--- config.mk ---
export PLATFORM = sky130hd
export DESIGN_NAME = clb_config_loader
export DESIGN_NICKNAME = d
export VERILOG_FILES = /design/src/rtl/clb_config_loader.sv
export SDC_FILE = /design/constraint.sdc
export NUM_CORES = 1
export LEC_CHECK = 0
export CAP_MARGIN = 20
export CORE_ASPECT_RATIO = 0.5
export CORE_MARGIN = 10
export CORE_UTILIZATION = 45
export CTS_BUF_LIST = sky130_fd_sc_hd__clkbuf_8 sky130_fd_sc_hd__clkbuf_16
export CTS_CLUSTER_SIZE = 20
export DETAILED_ROUTE_END_ITERATION = 8
export GPL_TIMING_DRIVEN = 0
export PLACE_DENSITY = 0.78
export SKIP_LAST_GASP = 1
export SYNTH_ARGS = -nofsm -noshare
export SYNTH_HDL_FRONTEND = slang
export SYNTH_SLANG_ARGS = --single-unit
export TNS_END_PERCENT = 50
--- constraint.sdc ---
create_clock -name clk -period 5 [get_ports clk]
set_clock_uncertainty 0.05 [all_clocks]
set_input_delay 0.5 -clock clk [delete_from_list [all_inputs] [get_ports clk]]
set_output_delay 0.5 -clock clk [all_outputs]
set_load 0.05 [all_outputs]
--- src/rtl/clb_config_loader.sv ---
`default_nettype none
// ============================================================================
// clb_config_loader : serializes config words MSB-first onto a CLB config
// chain, holds prgm_b low while loading, then raises GWE after a startup delay.
// Optional macro CFG_CRC_EN adds a trailing CRC-8 check word.   Rev 1.0
// ============================================================================
module clb_config_loader #(
  parameter int WORD_W      = 16,
  parameter int NUM_WORDS   = 4,
  parameter int STARTUP_CYC = 4
) (
  input  logic              clk,
  input  logic              reset,
  input  logic              start,
  input  logic [WORD_W-1:0] cfg_word,
  input  logic              cfg_valid,
  output logic              cfg_ready,
  output logic              prgm_b,
  output logic              config_data_out,
  output logic              shift_en,
  output logic              GWE,
  output logic              busy,
  output logic              done,
  output logic              err
);

  localparam int c_BW = $clog2(WORD_W + 1);
  localparam int c_WW = $clog2(NUM_WORDS + 2);
  localparam int c_SW = $clog2(STARTUP_CYC + 1);
  localparam logic [c_BW-1:0] c_LAST_BIT  = c_BW'(WORD_W - 1);
  localparam logic [c_WW-1:0] c_NUM_WORDS = c_WW'(NUM_WORDS);
  localparam logic [c_SW-1:0] c_LAST_ST   = c_SW'(STARTUP_CYC - 1);

  typedef enum logic [1:0] {
    S_IDLE    = 2'd0,
    S_FETCH   = 2'd1,
    S_SHIFT   = 2'd2,
    S_STARTUP = 2'd3
  } state_t;

  state_t            r_state, w_state;
  // Holds the not-yet-emitted bits of the current word; the MSB goes out on capture.
  logic [WORD_W-2:0] r_shreg, w_shreg;
  logic [c_BW-1:0]   r_bitcnt, w_bitcnt;
  logic [c_WW-1:0]   r_wcnt, w_wcnt;
  logic [c_SW-1:0]   r_stcnt, w_stcnt;
  logic              r_prgm_b, w_prgm_b;
  logic              r_sdo, w_sdo;
  logic              r_shift_en, w_shift_en;
  logic              r_gwe, w_gwe;
  logic              r_busy, w_busy;
  logic              r_done, w_done;

`ifdef CFG_CRC_EN
  logic [7:0]        r_crc, w_crc;
  logic              r_err, w_err;

  // CRC-8, poly 0x07, one bit at a time in the order bits leave the chain.
  function automatic logic [7:0] f_crc_step(input logic [7:0] i_crc, input logic i_bit);
    logic w_fb;
    w_fb = i_crc[7] ^ i_bit;
    return {i_crc[6:0], 1'b0} ^ (w_fb ? 8'h07 : 8'h00);
  endfunction
`endif

  always_comb begin
    w_state    = r_state;
    w_shreg    = r_shreg;
    w_bitcnt   = r_bitcnt;
    w_wcnt     = r_wcnt;
    w_stcnt    = r_stcnt;
    w_prgm_b   = r_prgm_b;
    w_sdo      = 1'b0;
    w_shift_en = 1'b0;
    w_gwe      = r_gwe;
    w_busy     = r_busy;
    w_done     = r_done;
`ifdef CFG_CRC_EN
    w_crc      = r_crc;
    w_err      = r_err;
`endif
    case (r_state)
      S_IDLE: begin
        if (start) begin
          w_state  = S_FETCH;
          w_prgm_b = 1'b0;
          w_busy   = 1'b1;
          w_gwe    = 1'b0;
          w_done   = 1'b0;
          w_wcnt   = '0;
`ifdef CFG_CRC_EN
          w_err    = 1'b0;
          w_crc    = '0;
`endif
        end
      end
      S_FETCH: begin
        if (cfg_valid) begin
`ifdef CFG_CRC_EN
          if (r_wcnt == c_NUM_WORDS) begin
            // Trailing check word: compared, never shifted.
            if (cfg_word[7:0] == r_crc) begin
              w_state  = S_STARTUP;
              w_prgm_b = 1'b1;
              w_stcnt  = '0;
            end else begin
              w_state = S_IDLE;
              w_err   = 1'b1;
              w_busy  = 1'b0;
            end
          end else begin
            w_crc      = f_crc_step(r_crc, cfg_word[WORD_W-1]);
`endif
            w_state    = S_SHIFT;
            w_shreg    = cfg_word[WORD_W-2:0];
            w_sdo      = cfg_word[WORD_W-1];
            w_shift_en = 1'b1;
            w_bitcnt   = '0;
            w_wcnt     = r_wcnt + c_WW'(1);
`ifdef CFG_CRC_EN
          end
`endif
        end
      end
      S_SHIFT: begin
        if (r_bitcnt == c_LAST_BIT) begin
`ifdef CFG_CRC_EN
          w_state = S_FETCH;
`else
          if (r_wcnt < c_NUM_WORDS) begin
            w_state = S_FETCH;
          end else begin
            w_state  = S_STARTUP;
            w_prgm_b = 1'b1;
            w_stcnt  = '0;
          end
`endif
        end else begin
          w_bitcnt   = r_bitcnt + c_BW'(1);
          w_shreg    = r_shreg << 1;
          w_sdo      = r_shreg[WORD_W-2];
          w_shift_en = 1'b1;
`ifdef CFG_CRC_EN
          w_crc      = f_crc_step(r_crc, r_shreg[WORD_W-2]);
`endif
        end
      end
      S_STARTUP: begin
        if (r_stcnt == c_LAST_ST) begin
          w_state = S_IDLE;
          w_gwe   = 1'b1;
          w_done  = 1'b1;
          w_busy  = 1'b0;
        end else begin
          w_stcnt = r_stcnt + c_SW'(1);
        end
      end
      default: w_state = S_IDLE;
    endcase
  end

  always_ff @(posedge clk) begin
    if (reset) begin
      r_state    <= S_IDLE;
      r_shreg    <= '0;
      r_bitcnt   <= '0;
      r_wcnt     <= '0;
      r_stcnt    <= '0;
      r_prgm_b   <= 1'b1;
      r_sdo      <= 1'b0;
      r_shift_en <= 1'b0;
      r_gwe      <= 1'b0;
      r_busy     <= 1'b0;
      r_done     <= 1'b0;
`ifdef CFG_CRC_EN
      r_crc      <= '0;
      r_err      <= 1'b0;
`endif
    end else begin
      r_state    <= w_state;
      r_shreg    <= w_shreg;
      r_bitcnt   <= w_bitcnt;
      r_wcnt     <= w_wcnt;
      r_stcnt    <= w_stcnt;
      r_prgm_b   <= w_prgm_b;
      r_sdo      <= w_sdo;
      r_shift_en <= w_shift_en;
      r_gwe      <= w_gwe;
      r_busy     <= w_busy;
      r_done     <= w_done;
`ifdef CFG_CRC_EN
      r_crc      <= w_crc;
      r_err      <= w_err;
`endif
    end
  end

  assign cfg_ready       = (r_state == S_FETCH);
  assign prgm_b          = r_prgm_b;
  assign config_data_out = r_sdo;
  assign shift_en        = r_shift_en;
  assign GWE             = r_gwe;
  assign busy            = r_busy;
  assign done            = r_done;
`ifdef CFG_CRC_EN
  assign err             = r_err;
`else
  assign err             = 1'b0;
`endif

endmodule
`default_nettype wire

==> run_results.csv <==
group,metric,value,unit
setup_path,cp-end-kind,"output port",
yosys,number_of_enable_flip_flop_cells_after_synthesis,0,
placement,placedCellCount,260,
floorplan,std_cell_rows,15,
sta,setup-violations-final,0,
cells_and_area,layout.core_utilization,61.0,%
floorplan,top_level_ports,28,
setup_path,worstPathArrival,1750,ps
setup_path,critical-path-max-stage-delay,810,ps
pwr,p_per_area,572,mW/mm^2
floorplan,die_h,64.2,um
sta,sum_of_negative_setup_slack,0,ps
cells_and_area,antenna-diode-count,0,
yosys,synthesis.instances,184,
cells_and_area,area_of_all_sequential_standard_cells,661,um^2
cells_and_area,syn_to_final_growth,24.5,%
run,max-cap-violations,0,
clock_network,ctsHtreeMaxLevel,2,
cells_and_area,filler_cell_count,308,
floorplan,starting_utilization_of_the_core_area,49.0,%
pwr,p_leak,0.787,nW
global_route,antenna_found_initial,0,
yosys,synthDominantCellAreaShare,37.6,%
cells_and_area,fin_nets,245,
cells_and_area,most-common-layout-cells,"dfxtp_1 (33), nor2_1 (27), clkdlybuf4s50_1 (25), mux2i_1 (17), a211oi_2 (13)",
cells_and_area,drive_above_1_share,15.7,%
worst_hold_path,hold_depth,2,
setup_path,worstPathCellList,"inv_1, ha_1, clkdlybuf4s50_1",
yosys,mappedNetlistArea,0.00176,mm^2
setup_path,reg2regPathDepth,7,
sta,timing.final.crit_period,2300,ps
yosys,number_of_synthesized_register_bits,33,
drt,finalWirelength,3.98,mm
clock_network,clock_tree.buffer_depth,2,
clock_network,number_of_clock_sinks_seen_by_cts,33,
sta,final_hold_viol_count,0,
sta,grt_setup_unrepaired,"false",
setup_path,critical-path-top-delay-family,"buffers and inverters",
clock_network,clkLatencyLatePin,290,ps
yosys,synth.net_count,213,
clock_network,cts_root_buffer,"clkbuf_8",
cells_and_area,layoutNonFillerInstCount,268,
drt,route.vias.total,1409,
pwr,power.total,0.00125,W
yosys,synth.largest_area_cell,"dfxtp_1",
sta,timing_worst_slew_pin_value,675,ps
drt,ant_nets,0,
clock_network,post_cts_hold_buffer_count,0,
setup_path,critical_path.max_fanout,5,
drt,drtIter0Drc,48,
cells_and_area,final_common_cell,"dfxtp_1",
clock_network,tritoncts.num_buffers,5,
sta,final_min_period_over_clock_period,45.9,%
yosys,primary_ff_master_synth,"dfxtp_1",
setup_path,cp_data_required_time,4450,ps
clock_network,post_cts.repair.setup_buffers,0,
setup_path,critical_path_depth,3,
global_route,vias_in_the_first_global_route,1420,
placement,port_buffers,25,
sta,layout_setup_ws,2700,ps
sta,slew_violations,0,
setup_path,cp_num_buf_inv,2,
yosys,netlist-cell-type-count,37,
setup_path,path_class,"reg2out",
placement,dpl_worst_slack,2760,ps
drt,drt_first_pass_iters,4,
setup_path,worst_setup_path_start_kind,"register",
yosys,async_flop_share,0,%
pwr,ir_worst_vdd,0.189,mV
worst_hold_path,holdCritPathClass,"reg2reg",
global_route,grt_usage,12.2,%
global_route,grt.overflow.total,0,
yosys,seq_area_frac_synth,37.6,%
floorplan,die-width,108,um
clock_network,tritoncts_clock_tree,"built",
floorplan,die_area,0.00695,mm^2
floorplan,core-area,0.00358,mm^2
setup_path,slowest_stage,"clkdlybuf4s50_1",
placement,half_perimeter_wire_length_of_the_detailed_placement_result,2.93,mm
yosys,post_synth_main_area_contributors,"dfxtp_1 (38%), mux2i_1 (9.7%), a211oi_2 (9.3%), ha_1 (6.4%), nor2_1 (5.8%)",
global_route,global_route_wire_length_before_repair,7.00,mm
global_route,largest_net_degree_at_the_start_of_global_routing,11,
yosys,avgSynthCellArea,9.55,um^2
sta,worst_slew_margin_rel,55.0,%
clock_network,ctsResizeCount,0,
placement,gp_congestion,0.802,
cells_and_area,multi_input_comb_area,981,um^2
drt,drt_drc_violations_left,0,
drt,vias_per_cell,5.26,
clock_network,clkSlewWorstSetupHoldPaths,70,ps
sta,max_freq,436,MHz
drt,detail_route.wl_per_cell,14.8,um
yosys,yosys_warnings,0,
status,status,"finished, final reports clean",
## synth_stat cells, drive strengths merged, types with 3 or more instances
library cell / number
dfxtp: 33
nor2: 27
a211oi: 18
mux2i: 17
a21oi: 10
buf: 9
ha: 9
nand2b: 9
inv: 8
nand2: 7
a31oi: 4
clkbuf: 4
nor2b: 4
o21ai: 3
## where the power goes
part	switching, W	internal [W]	leakage (nW)	total [W]
clock network	0.000105	0.000160	0.0626	0.000266
registers	0.0000473	0.000341	0.270	0.000388
logic	0.000348	0.000249	0.454	0.000597
total	0.000500	0.000750	0.787	0.00125
## cell families (layout without fill, tap and decap cells)
family,Yosys count,in the layout,synth area share [%]
buffers and inverters,21,54,6.55
XOR/XNOR,1,1,0.499
AND/OR/NAND/NOR,58,58,17.8
AO/OA/AOI/OAI,44,44,21.2
adder cells (fa/ha/maj),9,9,6.41
other,1,1,0.213
multiplexers,17,17,9.69
flip-flops,33,33,37.6
## stage by stage
stage	hold slack, ps	instance area, um^2
2_1_floorplan	395	1760
3_3_place_gp	407	2070
3_5_place_dp	413	2070
4_1_cts	425	2190
5_1_grt	452	2190
6_report	421	2190
## flip-flops by register name (all words and copies together) (netlist names)
signal,count
shift_en,1
prgm_b,1
busy,1
r_shreg,15
config_data_out,1
r_state,2
done,1
r_wcnt,3
r_stcnt,3
r_bitcnt,5
## worst register-to-register path: cells and delay by family (launching register included)
| family | cells | cell delay [ps] |
|---|---|---|
| compound gates | 2 | 410 |
| fa+ha+maj | 2 | 460 |
| buf+inv | 1 | 350 |
| flops | 1 | 340 |
| simple gates | 2 | 420 |
## area by class of cell
| class | instances | share of cell area [%] |
|---|---|---|
| flip-flops and latches | 33 | 30.2 |
| repair buffers | 25 | 11.4 |
| well taps | 51 | 2.92 |
| clock inverters | 2 | 1.54 |
| multi-input cells | 130 | 44.9 |
| clock buffers | 6 | 3.78 |
| inverters | 8 | 1.37 |
| plain buffers | 13 | 3.89 |
## per-layer routing
layer / wire (um) / global-route usage [%] / share of wire [%]
met5: 0 / 0 / 0
met4: 63 / 5.23 / 1.6
met3: 175 / 3.90 / 4.4
met2: 1880 / 19.5 / 47
met1: 1860 / 14.8 / 47
## path summary, 6_finish.rpt
check,slack [ps],end,from
hold reg to reg,420,r_bitcnt[4],r_bitcnt[4]
setup reg to reg,2830,r_shreg[9],r_bitcnt[0]
hold / removal,420,r_bitcnt[4],r_bitcnt[4]
setup / recovery,2700,cfg_ready,r_state[1]
(Power assumes the default switching activity.)
